## src/rtl/video_timing_pkg.sv

```systemverilog
// Package: video_timing_pkg
// Purpose: shared types and presets for the raster timing generator.
//   timing_axis_t  - one axis of raster timing (active, front porch, sync,
//                    back porch), in pixels for H or lines for V
//   H_640 / V_480  - the 640x480@60 preset
//   axis_total()   - total length of one axis (sum of all four regions)
package video_timing_pkg;

  typedef struct packed {
    int active;
    int fp;
    int sync;
    int bp;
  } timing_axis_t;

  localparam timing_axis_t H_640 = '{active: 640, fp: 16, sync: 96, bp: 48};
  localparam timing_axis_t V_480 = '{active: 480, fp: 10, sync: 2,  bp: 33};

  function automatic int axis_total(timing_axis_t a);
    return a.active + a.fp + a.sync + a.bp;
  endfunction

endpackage

```

## src/rtl/video_timing_gen_axis_counter.sv

```systemverilog
// Module: timing_axis_counter
// Purpose: one raster axis counter. Counts 0..TOTAL-1 on each step and
//   decodes the active and sync windows of the current count.
// Ports:
//   clk    in   pixel clock
//   rst    in   synchronous active-high reset, clears the count
//   step   in   advance the count by one (wraps at TOTAL-1)
//   cnt    out  current position on this axis
//   wrap   out  count is at TOTAL-1 (next step returns it to 0)
//   active out  cnt lies in the visible region
//   sync   out  cnt lies in the sync window (polarity not applied)
module timing_axis_counter
  import video_timing_pkg::*;
#(
  parameter timing_axis_t AXIS = H_640
) (
  input  logic        clk,
  input  logic        rst,
  input  logic        step,
  output logic [11:0] cnt,
  output logic        wrap,
  output logic        active,
  output logic        sync
);

  localparam int TOTAL = axis_total(AXIS);

  // Region boundaries held one bit wider than cnt so a 4096-long axis
  // still compares correctly.
  localparam logic [11:0] LAST       = 12'(TOTAL - 1);
  localparam logic [12:0] ACT_END    = 13'(AXIS.active);
  localparam logic [12:0] SYNC_START = 13'(AXIS.active + AXIS.fp);
  localparam logic [12:0] SYNC_END   = 13'(AXIS.active + AXIS.fp + AXIS.sync);

  always_ff @(posedge clk) begin
    if (rst) begin
      cnt <= '0;
    end else if (step) begin
      cnt <= wrap ? '0 : cnt + 12'd1;
    end
  end

  assign wrap   = (cnt == LAST);
  assign active = ({1'b0, cnt} < ACT_END);
  assign sync   = ({1'b0, cnt} >= SYNC_START) && ({1'b0, cnt} < SYNC_END);

endmodule

```

## src/rtl/video_timing_gen.sv

```systemverilog
// Module: video_timing_gen
// Purpose: raster timing generator feeding the TMDS encoders. Walks the
//   H/V counters through active and blanking regions and produces VDE, the
//   control data {vsync,hsync} and the matching pixel coordinates.
// Ports:
//   clk          in   pixel clock
//   rst          in   synchronous active-high reset (overrides ce)
//   ce           in   pixel enable; when low everything holds
//   pix_req      out  counters are on an active pixel; that pixel is shown
//                     on VDE/x/y after the next ce edge
//   VDE          out  video data enable
//   CD           out  {vsync, hsync} with polarity applied
//   x, y         out  coordinates of the pixel marked by VDE/CD
//   line_start   out  pulse with x==0
//   frame_start  out  pulse with x==0 && y==0
module video_timing_gen
  import video_timing_pkg::*;
#(
  parameter int   H_ACTIVE = 640,
  parameter int   H_FP     = 16,
  parameter int   H_SYNC   = 96,
  parameter int   H_BP     = 48,
  parameter int   V_ACTIVE = 480,
  parameter int   V_FP     = 10,
  parameter int   V_SYNC   = 2,
  parameter int   V_BP     = 33,
  parameter logic HS_POL   = 1'b0,
  parameter logic VS_POL   = 1'b0
) (
  input  logic        clk,
  input  logic        rst,
  input  logic        ce,
  output logic        pix_req,
  output logic        VDE,
  output logic [1:0]  CD,
  output logic [11:0] x,
  output logic [11:0] y,
  output logic        line_start,
  output logic        frame_start
);

  localparam timing_axis_t H_AXIS = '{active: H_ACTIVE, fp: H_FP, sync: H_SYNC, bp: H_BP};
  localparam timing_axis_t V_AXIS = '{active: V_ACTIVE, fp: V_FP, sync: V_SYNC, bp: V_BP};

  if (H_ACTIVE <= 0 || H_FP <= 0 || H_SYNC <= 0 || H_BP <= 0 ||
      V_ACTIVE <= 0 || V_FP <= 0 || V_SYNC <= 0 || V_BP <= 0 ||
      axis_total(H_AXIS) > 4096 || axis_total(V_AXIS) > 4096) begin : g_param_check
    $fatal(1, "video_timing_gen: illegal timing parameters");
  end

  logic [11:0] h_cnt, v_cnt;
  logic        h_wrap, h_active, h_sync;
  logic        v_active, v_sync;
  // The vertical wrap is implicit in the counter itself; nothing here needs it.
  logic        v_wrap_unused;

  timing_axis_counter #(.AXIS(H_AXIS)) u_h_counter (
    .clk    (clk),
    .rst    (rst),
    .step   (ce),
    .cnt    (h_cnt),
    .wrap   (h_wrap),
    .active (h_active),
    .sync   (h_sync)
  );

  // The line counter advances on the same edge that wraps the pixel counter,
  // so (H_TOTAL-1, V_TOTAL-1) goes to (0,0) in one cycle.
  timing_axis_counter #(.AXIS(V_AXIS)) u_v_counter (
    .clk    (clk),
    .rst    (rst),
    .step   (ce & h_wrap),
    .cnt    (v_cnt),
    .wrap   (v_wrap_unused),
    .active (v_active),
    .sync   (v_sync)
  );

  assign pix_req = h_active & v_active;

  // Output stage: loads the decode of the current counters, so every output
  // lags pix_req by exactly one ce edge and all outputs stay aligned.
  always_ff @(posedge clk) begin
    if (rst) begin
      VDE         <= 1'b0;
      CD          <= {~VS_POL, ~HS_POL};
      x           <= '0;
      y           <= '0;
      line_start  <= 1'b0;
      frame_start <= 1'b0;
    end else if (ce) begin
      VDE         <= pix_req;
      CD[0]       <= h_sync ? HS_POL : ~HS_POL;
      CD[1]       <= v_sync ? VS_POL : ~VS_POL;
      x           <= h_cnt;
      y           <= v_cnt;
      line_start  <= (h_cnt == 12'd0);
      frame_start <= (h_cnt == 12'd0) && (v_cnt == 12'd0);
    end
  end

endmodule

```

## config.mk

```make
export PLATFORM = sky130hd
export DESIGN_NAME = video_timing_gen
export DESIGN_NICKNAME = d
export VERILOG_FILES = /design/src/rtl/video_timing_pkg.sv /design/src/rtl/video_timing_gen_axis_counter.sv /design/src/rtl/video_timing_gen.sv
export SDC_FILE = /design/constraint.sdc
export NUM_CORES = 1
export LEC_CHECK = 0
export BUFFER_PORTS_ARGS = -buffer_cell sky130_fd_sc_hd__buf_2
export CAP_MARGIN = 5
export CELL_PAD_IN_SITES_DETAIL_PLACEMENT = 0
export CELL_PAD_IN_SITES_GLOBAL_PLACEMENT = 1
export CORE_AREA = 2 2 75 77
export DETAILED_ROUTE_END_ITERATION = 16
export DIE_AREA = 0 0 77 79
export PLACE_DENSITY_LB_ADDON = 0.1
export REMOVE_ABC_BUFFERS = 1
export SLEW_MARGIN = 20
export SYNTH_ARGS = -nofsm -noshare
export SYNTH_HDL_FRONTEND = slang
export SYNTH_SLANG_ARGS = --single-unit
```

## constraint.sdc

```tcl
create_clock -name clk -period 5.6 [get_ports clk]
set_clock_uncertainty 0.15 [all_clocks]
set_input_delay 1.12 -clock clk [delete_from_list [all_inputs] [get_ports clk]]
set_output_delay 1.12 -clock clk [all_outputs]
set_load 0.1 [all_outputs]
```

==> impl_results.md, run 1 <==
* # DRC at 0
* 1st-pass router iterations at 4
* CP Buf/Inv Count at 1
* Critical path class: register to primary output
* Total track usage at between 15 and 20%
* Clock Latency Late Sink at around 300 ps
* Gr ovfl total at 0
* Top_reg_cell synth: dfxtp_1
* Multi-input logic area at 1180 um^2
* Synth Warn # at 0
* Peak VDD IR at 0.000115 V
* Final ANT Viol Nets at 0
* Crit end category: primary output
* CP max stage delay at 440 ps
* Rows at 27
* Top delay family on crit path: simple AND/OR/NAND/NOR gates
* # hold bufs at CTS at 0
* Hold/Removal Path Class: register to register
* Die footprint at 6080 um^2
* Via density at around 5.4
* # H-tree levels at 2
* Worst Hold Depth at 2
* Die span in x at between 70 and 80 um
* Nets at ~280
* Final worst path period need at ~3000 ps
* Initial antenna violation count at 0
* Worst-Margin Slew at roughly 1000 ps
* Max-Cap Viols at 0
* R2r worst-path depth at 5
* GP Congestion at around 0.80
* Status: completed
* Util after Layout at 49.0%
* Max Slew Vio Count at 0
* Share of Yosys cell area claimed by the top area cell type at 44.9%
* Yosys cell types at 43
* CP arrival at 1710 ps
* GRT Max-Usage Layer: met2
* EDFF count, synth at 0
* Cell Pwr Density at between 200 and 250 nW/um^2
* Mean post-synth cell area at between 9 and 10 um^2
* Starting Density at ~44%
* Met1 Track Usage GR at 25.5%
* CTS root buf: clkbuf_8
* Leak pwr at between 1 and 1.5 nW
* FILL cells at a little under 600
* Detailed-route wire length at 5080 um
* Setup TNS at 0 ps
* Register area at roughly 1100 um^2
* Startpoint types: register
* # diodes at 0
* Cell chain of the critical path: nor3_1 -> and4_1 -> buf_2
* Clk sinks at between 50 and 60
* Synth Instances at around 260
* Chip height at a little under 80 um
* CTS Buf Count at 5
* Area growth syn-to-layout at 10.6%
* Crit path max fanout at 7
* Register area share after synthesis at between 40 and 50%
* CTS resizes at 0
* Largest net degree at the start of global routing at 39
* GRT met3 Usage at under 10%
* Vias at ~1.9k
* Clock transition at path regs at ~90 ps
* CTS tree: yes
* Tot Pwr at 646 uW
* Global-route wire length before repair at between 8000 and 9000 um
* Dpl hpwl at between 3000 and 4000 um
* Yosys top cell by area: dfxtp_1
* DRT iter0 DRCs at 85
* I/O Buffers at 32
* Postcts setup bufs at 0
* Mapped Area at around 2400 um^2
* RSZ-0062 raised after global routing: false
* Clock tree buffer depth at 2
* Slowest cell on crit path: buf_2
* Vias in the first global route at about 1.7k
* Crit path depth at 3
* Largest cells by area after synthesis: dfxtp_1 (45%), mux2i_1 (11%), nor2_1 (5.6%), clkbuf_1 (2.5%), nand2_1 (2.2%)
* Worst Path Required at between 4000 and 5000 ps
* WL/cell at approximately 15 um
* Rel. slew slack at a little under 30%
* GR Util met2 at between 20% and 30%
* Yosys reg bits at between 50 and 60
* Layout cells sized above 1 at between 10% and 20%
* Final Setup Violations at 0
* R2R setup slack at ~2900 ps
* Share of flip-flops with an asynchronous set or reset at 0%
* Fmax achieved at between 0.3 and 0.4 GHz
* Final Cycle Share at between 50 and 60%
* I/O pins at 33
* Core region area at about 5300 um^2
* Final hold violation count at 0
## synth_stat cells (2+ instances only)
master,count
dfxtp_1,53
nor2_1,35
mux2i_1,26
clkbuf_1,16
nand2_1,14
nor4_1,7
a21oi_1,6
inv_1,6
nand3_1,6
nand4_1,6
o21ai_0,6
and4_1,5
nand2b_1,5
nor3_1,5
o211ai_1,5
xnor2_1,5
ha_1,4
nor2b_1,4
o31ai_2,4
a22o_1,3
or3_1,3
xor2_1,3
and3_1,2
buf_1,2
buf_2,2
buf_6,2
o22a_1,2
o311ai_0,2
o32ai_1,2
## cell families (layout without fill, tap and decap cells)
group | after synthesis | after routing | synth area share [%]
AO/OA/AOI/OAI | 36 | 36 | 11.6
XOR/XNOR | 8 | 8 | 2.97
adder cells (fa/ha/maj) | 4 | 4 | 2.12
buffers and inverters | 28 | 47 | 5.19
flip-flops | 53 | 53 | 44.9
multiplexers | 26 | 26 | 11.0
AND/OR/NAND/NOR | 100 | 100 | 22.2
## layout make-up
type,instances,share of cell area (%)
tap,72,3.45
inverter,6,0.862
multi-input combinational,174,45.1
clock buffer,7,3.30
timing repair buffer,34,6.70
sequential,53,40.6
## sequential cells by signal, summed over array words and instances (netlist names)
register and count:
CD 2, VDE 1, frame_start 1, line_start 1
u_h_counter.cnt 12, u_v_counter.cnt 12, x 12, y 12
## worst register-to-register path: stages, from the launching register on
cell	delay [ps]
dfxtp_1	440
ha_1	240
nand4_1	330
o31ai_1	960
o21ai_0	210
a22o_1	280
## layout by cell type (no fill, tap or decap), types with 6 or more instances in the layout
cell      count
inv_1         6
nor2_1       35
dfxtp_1      53
nand3_1       6
clkbuf_8      6
nor4_1        7
nand4_1       6
buf_2        32
mux2i_1      26
o21ai_0       6
a21oi_1       6
nand2_1      14
## path summary, 6_finish.rpt
path                           start                  to
hold reg to reg                 x[3]                x[3]
setup / recovery  u_v_counter.cnt[9]             pix_req
hold / removal                  x[3]                x[3]
setup reg to reg  u_h_counter.cnt[1]  u_v_counter.cnt[8]
## routing by layer
metal / vias up / part of all wire (%)
met4: 0 / 1.1
met3: 6 / 3.3
li1: 943 / -
met2: 35 / 44
met5: - / 0
met1: 895 / 52
## power breakdown
part | switching (mW) | internal, mW
Clock | 0.118 | 0.0984
Sequential | 0.00303 | 0.380
Combinational | 0.0348 | 0.0116
Total | 0.156 | 0.490
## stage by stage
| stage | cell area, um^2 | hold WS (ps) | setup slack, ps | cells |
|---|---|---|---|---|
| after floorplan | 2260 | 343 | 2660 | 233 |
| after global placement | 2530 | 318 | 2390 | 339 |
| after detailed placement | 2530 | 327 | 2390 | 339 |
| after CTS | 2610 | 349 | 2620 | 346 |
| after global routing | 2610 | 374 | 2520 | 346 |
| final | 2610 | 340 | 2620 | 346 |
No activity file was read; power rests on OpenSTA's default activity.
==> inputs of run 2 (changes only) <==
--- a/config.mk
+++ b/config.mk
@@ -9,9 +9,9 @@
 export CAP_MARGIN = 5
 export CELL_PAD_IN_SITES_DETAIL_PLACEMENT = 0
 export CELL_PAD_IN_SITES_GLOBAL_PLACEMENT = 1
-export CORE_AREA = 2 2 75 77
+export CORE_AREA = 2 2 78 80
 export DETAILED_ROUTE_END_ITERATION = 16
-export DIE_AREA = 0 0 77 79
+export DIE_AREA = 0 0 80 82
 export PLACE_DENSITY_LB_ADDON = 0.1
 export REMOVE_ABC_BUFFERS = 1
 export SLEW_MARGIN = 20
==> constraint.sdc (replaced) <==
create_clock -name clk -period 3 [get_ports clk]
set_clock_uncertainty 0.15 [all_clocks]
set_input_delay 0.6 -clock clk [delete_from_list [all_inputs] [get_ports clk]]
set_output_delay 0.6 -clock clk [all_outputs]
set_load 0.1 [all_outputs]
==> impl_results.md, run 2 (synthesis gave the netlist of run 1 again) <==
* Hold/Removal Path Class: register to register
* Reg-to-Reg End: u_v_counter.cnt[11]
* CTS root buf: clkbuf_8
* Post-route setup slack at between 500 and 600 ps
* Final ANT Viol Nets at 0
* Detailed-route wire length at approximately 5200 um
* Largest net degree at the start of global routing at 31
* # H-tree levels at 2
* Crit end category: register
* Chip height at about 80 um
* CTS resizes at 0
* Crit path max fanout at 10
* FILL cells at ~570
* # diodes at 0
* CTS Buf Count at 5
* WL/cell at ~15 um
* R2r worst-path depth at 4
* Via density at 5.23
* Leak pwr at between 1 and 1.5 nW
* Dpl hpwl at roughly 3500 um
* RSZ-0062 raised after global routing: false
* Rows at 28
* Setup crit end: u_v_counter.cnt[11]
* CTS tree: yes
* 1st-pass router iterations at 4
* Final Cycle Share at 80.4%
* Final worst path period need at 2410 ps
* Nets at ~290
* Initial antenna violation count at 0
* Fmax achieved at around 0.41 GHz
* Die footprint at about 6600 um^2
* Peak VDD IR at 0.000204 V
* Final hold violation count at 0
* Leading cell type in the layout, fill and taps excluded: dfxtp_1
* Starting Density at about two fifths
* Vias in the first global route at between 1.5k and 2k
* I/O Buffers at 32
* Setup TNS at 0 ps
* Worst-Margin Slew at between 400 and 500 ps
* Max Slew Vio Count at 0
* Core region area at 5750 um^2
* # DRC at 0
* I/O pins at 33
* Pre-CTS setup slack at about 540 ps
* DRT iter0 DRCs at between 100 and 150
* Postcts setup bufs at 0
* Area growth syn-to-layout at 14.2%
* Worst Path Required at around 3000 ps
* CP arrival at 2490 ps
* Reg-to-reg critical path startpoint: u_h_counter.cnt[4]
* R2R setup slack at 590 ps
* Startpoint types: register
* Clock Latency Late Sink at 300 ps
* Most frequent cells in the layout: dfxtp_1 (53), nor2_1 (35), buf_2 (32)
* Die span in x at roughly 80 um
* Layout cells sized above 1 at 18.3%
* Clock transition at path regs at 100 ps
* Status: completed
* Gr ovfl total at 0
* Clock tree buffer depth at 2
* Final Setup Violations at 0
* Max-Cap Viols at 0
* GP Congestion at roughly 0.75
* # hold bufs at CTS at 0
* Clk sinks at 53
* Vias at about 1.9k
* Critical path class: register to register
* Global-route wire length before repair at ~8400 um
* Total track usage at 16.4%
* Rel. slew slack at 67.5%
* Worst setup path start: u_h_counter.cnt[4]
* Cell Pwr Density at approximately 500 nW/um^2
run 2: cell count changes in the layout (fill, tap and decap cells not counted):
cell	change
bufinv_16	+2
inv_6	+1
clkbuf_1	-1
clkbuf_8	-1
buf_4	+4
run 2: critical path: stages, from the launching register on:
cell and delay [ps]:
dfxtp_1 480, or4b_4 520, or3_1 540, or2_1 410, o31ai_2 240
run 2: metrics by stage:
stage	util [%]	hold WS [ps]	std cells	power [mW]	instance area, um^2
floorplan	-	343	233	0.787	2260
global placement	44.6	315	346	0.823	2560
detailed placement	44.6	315	346	0.823	2560
CTS	47.0	330	354	1.40	2700
global route	47.0	372	354	1.43	2700
finish	47.0	331	354	1.38	2700
run 2: final cells by class:
| cell class | instances | area, um^2 | share of cell area, % |
|---|---|---|---|
| Clock buffer | 5 | 68.8 | 2.55 |
| Clock inverter | 3 | 68.8 | 2.55 |
| Inverter | 6 | 22.5 | 0.834 |
| Multi-Input combinational cell | 174 | 1180 | 43.7 |
| Sequential cell | 53 | 1060 | 39.3 |
| Tap cell | 75 | 93.8 | 3.48 |
| Timing Repair Buffer | 38 | 205 | 7.60 |
run 2: report_power, final:
| group | internal (mW) | switching, mW | leakage [nW] |
|---|---|---|---|
| clock network | 0.336 | 0.241 | 0.0687 |
| logic | 0.0239 | 0.0669 | 0.609 |
| registers | 0.709 | 0.00519 | 0.428 |
run 2: worst min-delay path by stage:
stage | startpoint | endpoint | slack, ps | cells past startpoint
4_1_cts | line_start | line_start | 330 | 2
3_3_place_gp | y[10] | y[10] | 320 | 2
2_1_floorplan | u_h_counter.cnt[0] | u_h_counter.cnt[0] | 340 | 2
6_report | line_start | line_start | 330 | 2
5_1_grt | line_start | line_start | 370 | 2
3_5_place_dp | line_start | line_start | 310 | 2
run 2: layer usage:
| metal | vias to the layer above | part of all wire (%) | routed length, um | track usage (%) |
|---|---|---|---|---|
| met1 | 849 | 54 | 2780 | 23.9 |
| met4 | 0 | 1.2 | 60 | 4.58 |
| li1 | 950 | - | - | - |
| met3 | 6 | 3.9 | 203 | 3.63 |
| met2 | 45 | 41 | 2110 | 24.2 |
| met5 | - | 0 | 0 | 0 |
==> inputs of run 3 (changes only) <==
--- a/config.mk
+++ b/config.mk
@@ -9,9 +9,9 @@
 export CAP_MARGIN = 5
 export CELL_PAD_IN_SITES_DETAIL_PLACEMENT = 0
 export CELL_PAD_IN_SITES_GLOBAL_PLACEMENT = 1
-export CORE_AREA = 2 2 78 80
+export CORE_AREA = 2 2 81 83
 export DETAILED_ROUTE_END_ITERATION = 16
-export DIE_AREA = 0 0 80 82
+export DIE_AREA = 0 0 83 85
 export PLACE_DENSITY_LB_ADDON = 0.1
 export REMOVE_ABC_BUFFERS = 1
 export SLEW_MARGIN = 20
==> constraint.sdc (replaced) <==
create_clock -name clk -period 2.2 [get_ports clk]
set_clock_uncertainty 0.15 [all_clocks]
set_input_delay 0.44 -clock clk [delete_from_list [all_inputs] [get_ports clk]]
set_output_delay 0.44 -clock clk [all_outputs]
set_load 0.1 [all_outputs]
==> impl_results.md, run 3 (synthesis gave the netlist of run 1 again) <==
* Status: completed
* Post-route setup slack at 84.7 ps
* Post-route design area at 2850 um^2
* Die span in x at 83 um
* Tot Pwr at 1.76 mW
* Reg-to-Reg End: frame_start
* Worst Path Required at between 2000 and 2500 ps
* Nets at 307
* Total track usage at between 10% and 20%
* CTS Buf Count at 5
* Clock tree buffer depth at 2
* Rel. slew slack at between 60% and 70%
* Util after Layout at a little under half
* Crit path max fanout at 4
* Max-Cap Viols at 0
* Vias in the first global route at approximately 1.8k
* Via density at 5.20
* Global-route wire length before repair at 9180 um
* Layout cells sized above 1 at between 20% and 30%
* Final hold violation count at 0
* CTS root buf: clkbuf_8
* R2r worst-path depth at 5
* Cell Pwr Density at 618 nW/um^2
* Largest net degree at the start of global routing at 31
* DRT iter0 DRCs at between 70 and 80
* I/O pins at 33
* # hold bufs at CTS at 0
* Crit end category: register
* Worst setup path start: u_h_counter.cnt[11]
* R2R setup slack at roughly 85 ps
* Fmax achieved at 0.473 GHz
* RSZ-0062 raised after global routing: false
* WL/cell at between 10 and 15 um
* Dpl hpwl at ~4000 um
* Leak pwr at around 1.2 nW
* Final ANT Viol Nets at 0
* Pre-CTS setup slack at roughly 50 ps
* Hold/Removal Path Class: register to register
* Cell Area, Placed at between 2000 and 3000 um^2
* Area growth syn-to-layout at 20.8%
* GP Congestion at ~0.79
* Final Cycle Share at 96.1%
* CP arrival at roughly 2200 ps
* Chip height at between 80 and 90 um
* Reg-to-reg critical path startpoint: u_h_counter.cnt[11]
* Rows at 29
* Worst-Margin Slew at ~570 ps
* Leading cell type in the layout, fill and taps excluded: dfxtp_1
* # DRC at 0
* Most frequent cells in the layout: dfxtp_1 (53), nor2_1 (35), buf_2 (31)
* Critical path class: register to register
* Clock Latency Late Sink at 310 ps
* Final Setup Violations at 0
* Peak VDD IR at around 0.00037 V
* Core region area at a little over 6000 um^2
* # diodes at 0
* Setup crit end: frame_start
* Initial antenna violation count at 0
* Starting Density at roughly two fifths
* 1st-pass router iterations at 4
* Max Slew Vio Count at 0
* Worst hold slack at 324 ps
* Startpoint types: register
* Gr ovfl total at 0
* Vias at 1960
* # H-tree levels at 2
* Multi-input logic area at 1180 um^2
* FILL cells at approximately 640
* CTS tree: yes
* I/O Buffers at 32
* Register area at ~1100 um^2
* Final worst path period need at approximately 2100 ps
* Clk sinks at between 50 and 60
* Clock transition at path regs at about 90 ps
* Die footprint at 7060 um^2
* Detailed-route wire length at about 5500 um
## run 3: cell count changes in the layout (fill, tap and decap cells not counted), sizes merged
cell / delta
clkinv: +1
buf: +22
bufinv: -1
inv: -1
## run 3: layer usage
layer / GRT usage [%] / vias up / part of all wire, %
li1: - / 994 / -
met1: 24.2 / 915 / 53
met2: 23.8 / 46 / 42
met3: 3.31 / 5 / 3.9
met4: 4.92 / 0 / 1.0
met5: 0 / - / 0
## run 3: area by class of cell
| type | count | area share (%) |
|---|---|---|
| Tap cell | 77 | 3.38 |
| Sequential cell | 53 | 37.2 |
| Timing Repair Buffer | 60 | 13.5 |
| Multi-Input combinational cell | 174 | 41.5 |
| Clock inverter | 2 | 1.23 |
| Inverter | 6 | 0.789 |
| Clock buffer | 5 | 2.41 |
## run 3: how the worst min path moves through the flow
stage,start,to,slack (ps),cells past startpoint
floorplan,u_h_counter.cnt[0],u_h_counter.cnt[0],340,2
global route,frame_start,frame_start,360,2
detailed placement,line_start,line_start,310,2
global placement,frame_start,frame_start,300,2
CTS,frame_start,frame_start,330,2
finish,frame_start,frame_start,320,2
## run 3: per-stage QoR
stage / std cells / setup TNS (ps)
2_1_floorplan: 233 / -1470
3_3_place_gp: 369 / 0
3_5_place_dp: 369 / 0
4_1_cts: 376 / 0
5_1_grt: 377 / 0
6_report: 377 / 0
## run 3: worst max-delay path, stage by stage (launching register included)
cell     delay, ps
dfxtp_1        330
buf_4          150
nor4b_1        550
nand4_1        250
or4_1          480
a21oi_1        150
## run 3: timing repair
action	CTS	global route
endpoints found under the setup margin	1	1
gates resized for setup	1	1
buffers inserted	0	1
## run 3: power breakdown
group	internal, mW	switching [mW]
Combinational	0.0390	0.0975
Clock	0.331	0.323
Sequential	0.967	0.00404
Total	1.34	0.425
